### src/rtl/seq_player.sv
// seq_player: digit-sequence player for one active-low 7-segment display.
//   A prescaler produces a one-cycle tick every DIV clocks. On each tick a small
//   SHOW/BLANK stepper moves the index through a LEN-entry, 4-bit sequence memory.
//   The memory can be rewritten at runtime.
// Ports: clk/rst (sync, active-high); cmd[1:0] step command, run auto-advance;
//   wr_en/wr_addr/wr_data memory write; tick prescaler pulse; idx current index;
//   blank FSM-in-BLANK flag; digit shown value (F when blank); seg {a..g}, active-low.
module seq_player #(
  parameter int               LEN  = 9,
  parameter int               DIV  = 50000000,
  parameter bit               WRAP = 1'b1,
  parameter logic [LEN*4-1:0] INIT = 36'h258240297,
  localparam int              AW   = $clog2(LEN)
) (
  input  logic          clk,
  input  logic          rst,
  input  logic [1:0]    cmd,
  input  logic          run,
  input  logic          wr_en,
  input  logic [AW-1:0] wr_addr,
  input  logic [3:0]    wr_data,
  output logic          tick,
  output logic [AW-1:0] idx,
  output logic          blank,
  output logic [3:0]    digit,
  output logic [6:0]    seg
);

  localparam int            CW      = $clog2(DIV);
  localparam logic [CW-1:0] CNT_MAX = CW'(DIV - 1);
  localparam logic [AW-1:0] IDX_MAX = AW'(LEN - 1);

  typedef enum logic {SHOW, BLANK} state_t;

  state_t        state;
  state_t        state_nxt;
  logic [AW-1:0] idx_nxt;
  logic [AW-1:0] idx_fwd;
  logic [AW-1:0] idx_bwd;
  logic [CW-1:0] cnt;
  logic [3:0]    mem [LEN];

  // Prescaler: tick is registered, so it is high in the cycle after cnt hit DIV-1.
  always_ff @(posedge clk) begin
    if (rst) begin
      cnt  <= '0;
      tick <= 1'b0;
    end else begin
      tick <= (cnt == CNT_MAX);
      cnt  <= (cnt == CNT_MAX) ? '0 : cnt + CW'(1);
    end
  end

  // End-of-sequence handling: wrap to the other end, or saturate in place.
  assign idx_fwd = (idx == IDX_MAX) ? (WRAP ? '0 : IDX_MAX) : idx + AW'(1);
  assign idx_bwd = (idx == '0)      ? (WRAP ? IDX_MAX : '0) : idx - AW'(1);

  always_ff @(posedge clk) begin
    if (rst) begin
      state <= SHOW;
      idx   <= '0;
    end else begin
      state <= state_nxt;
      idx   <= idx_nxt;
    end
  end

  // Commands are only honoured on tick edges; between ticks cmd/run are ignored.
  always_comb begin
    state_nxt = state;
    idx_nxt   = idx;
    if (tick) begin
      case (state)
        SHOW: begin
          case (cmd)
            2'b11:   state_nxt = BLANK;   // idx kept so it stays visible on the port
            2'b01:   idx_nxt   = idx_bwd;
            2'b10:   idx_nxt   = idx_fwd;
            default: if (run) idx_nxt = idx_fwd;
          endcase
        end
        BLANK: begin
          // Leaving BLANK always restarts the sequence; run alone does not wake it.
          if (cmd == 2'b01 || cmd == 2'b10) begin
            state_nxt = SHOW;
            idx_nxt   = '0;
          end
        end
        default: begin
          state_nxt = SHOW;
          idx_nxt   = '0;
        end
      endcase
    end
  end

  // Sequence memory; entry 0 is the leftmost nibble of INIT.
  // Out-of-range addresses are dropped so a non-power-of-two LEN cannot alias.
  always_ff @(posedge clk) begin
    if (rst) begin
      for (int i = 0; i < LEN; i++) begin
        mem[i] <= INIT[4*(LEN-1-i) +: 4];
      end
    end else if (wr_en && (32'(wr_addr) < 32'(LEN))) begin
      mem[wr_addr] <= wr_data;
    end
  end

  assign blank = (state == BLANK);
  assign digit = blank ? 4'hF : mem[idx];

  // Active-low decoder, bit order {a,b,c,d,e,f,g}; non-decimal values go dark.
  always_comb begin
    seg = 7'b1111111;
    case (digit)
      4'd0:    seg = 7'b0000001;
      4'd1:    seg = 7'b1001111;
      4'd2:    seg = 7'b0010010;
      4'd3:    seg = 7'b0000110;
      4'd4:    seg = 7'b1001100;
      4'd5:    seg = 7'b0100100;
      4'd6:    seg = 7'b0100000;
      4'd7:    seg = 7'b0001111;
      4'd8:    seg = 7'b0000000;
      4'd9:    seg = 7'b0000100;
      default: seg = 7'b1111111;
    endcase
  end

endmodule
### config.mk
export PLATFORM = sky130hd
export DESIGN_NAME = seq_player
export DESIGN_NICKNAME = d
export VERILOG_FILES = /design/src/rtl/seq_player.sv
export SDC_FILE = /design/constraint.sdc
export NUM_CORES = 1
export LEC_CHECK = 0
export ABC_AREA = 1
export ABC_CLOCK_PERIOD_IN_PS = 3800
export BUFFER_PORTS_ARGS = -buffer_cell sky130_fd_sc_hd__buf_2
export CORE_MARGIN = 10
export CORE_UTILIZATION = 66
export DETAILED_ROUTE_END_ITERATION = 12
export PLACE_DENSITY = 0.88
export SYNTH_ARGS = -nofsm -noshare
export SYNTH_HDL_FRONTEND = slang
export SYNTH_SLANG_ARGS = --single-unit
export TNS_END_PERCENT = 10
### constraint.sdc
create_clock -name clk -period 3.8 [get_ports clk]
set_input_delay 0.38 -clock clk [delete_from_list [all_inputs] [get_ports clk]]
set_output_delay 0.38 -clock clk [all_outputs]
set_load 0.05 [all_outputs]
==> out/qor.csv, run 1 <==
metric,value,unit
status,"complete, no violations",
fin_hold_ws,244,ps
cts_buffer_depth,2,
startpoint_type,register,
gp_congestion,0.937,
placementRows,32,
synth_ff_type,edfxtp_1,
period_share,86.2,%
grt_pass1_wl,18.1,mm
dr.pass1.iters,5,
slowest_stage,dfxtp_1,
synth_top_family_by_area,simple AND/OR/NAND/NOR gates,
path_buf_inv,4,
antenna_found_initial,0,
end_kind,output pin,
cp.required,3420,ps
syn_avg_cell_area,8.57,um2
arrival,2900,ps
finClkSkew,12.6,ps
powerDensity,367,nW/um2
num_antenna_cells,0,
grt_usage,18.9,%
area_growth_syn_to_layout,9.49,%
synth.area.top_cells,"edfxtp_1 (37%), dfxtp_1 (14%), nand2_1 (10%), nor2_1 (6.3%), inv_1 (5.2%)",
rsz0062_at_grt,no,
clk_pin_slew,100,ps
grt_pass1_vias,4072,
worst_slack,524,ps
pre_cts_slack,1010,ps
yosys.area.top_type,edfxtp_1,
maxSlewViolCount,0,
yosysSeqAreaShare,51.1,%
ant_nets,0,
critical_path.max_stage_delay,640,ps
cts_tree,yes,
finalPower,0.00208,W
h-tree-depth,3,
min_path_type,primary input to register,
synth.most_common_cell,nand2_1,
synth_top_area_share,37.2,%
maxSlewHeadroom,51.1,%
multi_input_area,2210,um2
yosysWarningCount,0,
fmax,305,MHz
path_cells,buf_4 > nand2_1 > o211ai_2 > nand2_1 > nor2_2 > nor2_2 > nor2_4 > inv_1 > ha_1 > inv_1 > nand4_1 > nand3_1 > nand2_1 > buf_2,
synth_seq_cells,100,
cpMostUsedCell,nand2_1,
synth_compound_area_share,5.21,%
final.setup.tns,0,ps
core_area,7690,um2
ff_latch_area,2640,um2
drt_wl_total,11.0,mm
die_area,11800,um2
hpwl,8.22,mm
yosys.cell_types.count,40,
cts_hold_buf,0,
worstSkewPairLatency,370,ps
cts_root_buf,clkbuf_8,
start_util,67.2,%
die_h,108,um
synthSimpleGateAreaFrac,30.4,%
peakVddDrop,238,uV
grt_max_degree,29,
place_inst,751,
drive_above_1_share,12.6,%
synth_edf_count,64,
criticalPathCategory,register to output pin,
netlist_area,5170,um2
synthAdderAreaFrac,2.91,%
synth_commonest_cells,"nand2_1 (143), nor2_1 (87), inv_1 (72)",
initialDrtViolationCount,279,
numClockSinks,100,
post-route-min-period,3280,ps
die_x,108,um
cts_buffers,9,
vias,4159,
fill_cells,565,
synth.area.mux_share,0,%
post_cts.repair.setup_buffers,0,
avgViaCountPerCell,5.42,
final_cells,767,
p_leak,2.40,nW
worst_slew_pin_slew,727,ps
hold_violations,0,
drc,0,
cp_top_family,simple AND/OR/NAND/NOR gates,
syn_inst,603,
synth_xor_area_share,2.20,%
setup_viol_count_final,0,
layout.nets,686,
maxCapViolCount,0,
overflow,0,
boundaryPins,31,
cp_max_fo,26,
post_drt_wl_per_cell,14.4,um
synthArstFlopShare,0,%
port_buffers,30,
cts-resized-gates,0,
[cell type report]
| cell class | count | share of cell area, % |
|---|---|---|
| Inverter | 82 | 5.48 |
| Multi-Input combinational cell | 435 | 39.1 |
| Tap cell | 102 | 2.26 |
| Timing Repair Buffer | 32 | 2.92 |
| Sequential cell | 100 | 46.7 |
| Clock inverter | 6 | 0.951 |
| Clock buffer | 10 | 2.63 |
[metrics by stage]
step	instance area [um2]	utilization, %
floorplan	5270	-
global placement	5460	71.0
detailed placement	5460	71.0
CTS	5660	73.6
global route	5660	73.6
finish	5660	73.6
[cells in the final DEF (no fill, tap or decap), types with 2 or more instances in the layout]
cell | synthesis | final
nand2_1 | 143 | 143
buf_4 | 2 | 2
nor4_1 | 6 | 6
clkinv_1 | 5 | 5
nand2_2 | 4 | 4
nor3b_2 | 2 | 2
buf_2 | 4 | 30
a21oi_1 | 14 | 14
conb_1 | 1 | 28
dfxtp_1 | 36 | 36
nand3_2 | 4 | 4
o211ai_2 | 2 | 2
inv_1 | 72 | 72
ha_1 | 12 | 12
xor2_1 | 9 | 9
nand3_4 | 3 | 3
nand4_1 | 7 | 7
inv_2 | 4 | 4
nor2_4 | 5 | 5
o21ai_1 | 8 | 8
nor2_2 | 4 | 4
xnor2_1 | 4 | 4
nand3_1 | 52 | 52
o21ai_0 | 10 | 10
nor2_1 | 87 | 87
o211ai_1 | 4 | 4
nor3_1 | 15 | 15
clkinv_4 | 0 | 2
edfxtp_1 | 64 | 64
clkbuf_8 | 0 | 9
inv_6 | 0 | 2
nor3_2 | 2 | 2
a31oi_1 | 3 | 3
[state kept, by name (all words and copies together), names as in the netlist, named ones only]
signal / cells
blank: 1
tick: 1
idx: 4
mem: 64
cnt: 26
[routing by layer]
metal  global-route usage, %  part of all wire [%]  vias up
li1                        -                     -     2045
met1                    21.7                    41     1924
met2                    33.1                    50      164
met3                    4.22                   6.3       26
met4                    8.57                   2.3        0
met5                       0                     0        -
[report_power, final]
group | internal (W) | switching, W
registers | 0.00121 | 0.0000210
logic | 0.0000444 | 0.000129
clock network | 0.000289 | 0.000387
total | 0.00154 | 0.000537
[worst paths after layout]
| check | startpoint | endpoint | slack (ps) | cells past startpoint |
|---|---|---|---|---|
| setup / recovery | register | seg[3] | 520 | 14 |
| hold / removal | rst | tick | 240 | 2 |
| setup reg to reg | cnt[0] | cnt[21] | 1820 | 6 |
| hold reg to reg | cnt[25] | cnt[25] | 490 | 2 |
[kinds of logic (layout without fill, tap and decap cells)]
family	after synthesis	count (layout)
simple gates	339	339
xor+xnor	13	13
fa+ha+maj	12	12
flops	100	100
other cells	1	28
compound gates	43	43
buf+inv	95	130
[worst register-to-register path: stages, from the launching register on]
cell	delay, ps
dfxtp_1	470
ha_1	280
nand3_4	130
nor3_1	240
nand4_1	200
nand2_2	450
a21oi_1	90
Note: power is estimated with default switching activity, not from simulation.
==> run 2: changes to the inputs <==
--- a/config.mk
+++ b/config.mk
@@ -8,6 +8,7 @@
 export ABC_AREA = 1
 export ABC_CLOCK_PERIOD_IN_PS = 3800
 export BUFFER_PORTS_ARGS = -buffer_cell sky130_fd_sc_hd__buf_2
+export CORE_ASPECT_RATIO = 0.75
 export CORE_MARGIN = 10
 export CORE_UTILIZATION = 66
 export DETAILED_ROUTE_END_ITERATION = 12
==> run 2 against run 1 <==
- sequential cell count unchanged
- critical endpoint unchanged
- worst hold slack worse by 14 ps
- non-clock buffer count up 1
- maximum frequency up 0.22%
==> out/qor.csv, run 2 (synthesized netlist as in run 1, its figures left out) <==
metric,value,unit,change
status,"complete, no violations",,
h-tree-depth,3,,unchanged
avgViaCountPerCell,5.56,,+2.5%
cpMostUsedCell,nand2_1,,
cp.required,3420,ps,about the same
rr_endpoint,cnt[19],,
min_path_type,primary input to register,,
grt_pass1_wl,19.1,mm,+5.6%
swShare,26.2,%,+0.38 points
numClockSinks,100,,unchanged
post-route-min-period,3270,ps,-7.24 ps
vias,4265,,+2.5%
maxSlewHeadroom,38.9,%,-12 points
reg2reg_from,cnt[0],,
cts-resized-gates,0,,unchanged
largest_reg_flops,64,,unchanged
placementRows,27,,-16%
antenna_found_initial,0,,unchanged
whs_path_depth,2,,unchanged
p_leak,2.41,nW,+0.28%
maxCapViolCount,0,,unchanged
hpwl,8.33,mm,+1.4%
hold_violations,0,,unchanged
fmax,306,MHz,+0.22%
cts_root_buf,clkbuf_8,,
critical_path.max_stage_delay,610,ps,-30 ps
peakVddDrop,226,uV,-5.0%
period_share,86.0,%,-0.19 points
num_antenna_cells,0,,unchanged
die_x,122,um,+13%
die_h,96.6,um,-11%
final.setup.tns,0,ps,unchanged
hold_path.startpoint,rst,,
fill_cells,523,,-7.4%
r2r.worst_path.cells,6,,unchanged
drive_above_1_share,12.8,%,+0.13 points
drt_wl_total,11.5,mm,+4.1%
initialDrtViolationCount,502,,+80%
final_cell_mix,"nand2_1 (143), nor2_1 (87), inv_1 (72), edfxtp_1 (64), nand3_1 (52)",,
start_util,69.2,%,+2.0 points
cts_tree,yes,,
end_kind,output pin,,
post_drt_wl_per_cell,15.0,um,+4.1%
boundaryPins,31,,unchanged
core_area,7470,um2,-2.9%
worst_slew_pin_slew,909,ps,+182 ps
grt_pass1_vias,4077,,+0.12%
startpoint_type,register,,
powerDensity,364,nW/um2,-0.71%
drc,0,,unchanged
arrival,2890,ps,about the same
clk_pin_slew,100,ps,about the same
r2r_slack,1640,ps,-180 ps
p_int,0.00152,W,-1.3%
regMostFlops,mem,,
slowest_stage,dfxtp_1,,
maxSlewViolCount,0,,unchanged
p_comb_share,8.3,%,about the same
grt_usage,19.5,%,+0.59 points
top_regs,"mem x64, cnt x26, idx x4",,
final_common_cell,nand2_1,,
seq_power_share,59.5,%,+0.4 points
path_cells,buf_4 > nand2_1 > nand2_1 > nand2_1 > nand3_1 > nand3_2 > nand3_4 > inv_1 > ha_1 > inv_1 > nand4_1 > nand3_1 > nand2_1 > buf_2,,
criticalPathCategory,register to output pin,,
overflow,0,,unchanged
finClkSkew,4.20,ps,-8.45 ps
setup_viol_count_final,0,,unchanged
layout.nets,687,,+0.15%
die_area,11800,um2,+0.31%
gp_congestion,0.933,,-0.43%
cts_buffer_depth,2,,unchanged
port_buffers,30,,unchanged
worst_slack,531,ps,+7.24 ps
cts_buffers,9,,unchanged
cts_hold_buf,0,,unchanged
holdPathEnd,tick,,
cp_max_fo,26,,unchanged
pre_cts_slack,977,ps,-35.1 ps
area_growth_syn_to_layout,9.39,%,about the same
ant_nets,0,,unchanged
switchingPower,0.000540,W,+0.66%
worstSkewPairLatency,370,ps,about the same
dr.pass1.iters,5,,unchanged
rsz0062_at_grt,no,,
grt_max_degree,29,,unchanged
clkPwrFrac,32.2,%,-0.4 points
post_cts.repair.setup_buffers,0,,unchanged
run 2: cell count changes in the layout (fill, tap and decap cells not counted):
| cell | change |
|---|---|
| buf_4 | +1 |
| clkinvlp_4 | -1 |
| inv_8 | +1 |
| clkbuf_16 | -1 |
| clkinv_4 | -1 |
| clkbuf_8 | +1 |
| clkinv_2 | +1 |
run 2: final cells by class:
class | count | area, um2 | area share [%]
Sequential cell | 100 | 2640 | 46.7
Multi-Input combinational cell | 435 | 2210 | 39.1
Inverter | 82 | 310 | 5.49
Timing Repair Buffer | 33 | 173 | 3.05
Clock buffer | 10 | 138 | 2.43
Tap cell | 101 | 126 | 2.24
Clock inverter | 6 | 53.8 | 0.952
run 2: routing by layer:
layer	vias to the layer above	GRT usage, %	wire (um)
met5	-	0	0
met4	0	5.75	202
met3	29	5.50	1240
met2	226	29.4	5110
met1	1963	26.6	4960
li1	2047	-	-
run 2: worst max path at each step:
stage,startpoint,to,slack [ps],depth (start not counted)
6_report,register,seg[3],530,14
5_1_grt,register,seg[3],240,14
4_1_cts,register,seg[3],530,14
3_5_place_dp,register,seg[3],980,14
3_3_place_gp,register,seg[3],1180,14
2_1_floorplan,register,seg[3],1180,15
run 2: power groups by stage:
stage | clock network (W) | logic [W] | registers, W
5_1_grt | 0.000711 | 0.000190 | 0.00123
6_report | 0.000663 | 0.000172 | 0.00122
3_3_place_gp | 0 | 0.000162 | 0.00125
4_1_cts | 0.000663 | 0.000169 | 0.00122
3_5_place_dp | 0 | 0.000168 | 0.00125
2_1_floorplan | 0 | 0.000125 | 0.00124
run 2: worst max-delay path: cells and delay by family (launching register included):
kind | cells | cell delay, ps
simple gates | 9 | 940
buf+inv | 4 | 750
flops | 1 | 610
fa+ha+maj | 1 | 200
run 2: metrics by stage:
step	hold WS (ps)	std cells	utilization [%]	area, um2	total power, W
2_1_floorplan	451	630	-	5270	0.00137
3_3_place_gp	463	751	73.2	5460	0.00141
3_5_place_dp	471	751	73.2	5460	0.00142
4_1_cts	208	767	75.7	5650	0.00206
5_1_grt	223	767	75.7	5650	0.00213
6_report	230	767	75.7	5650	0.00206
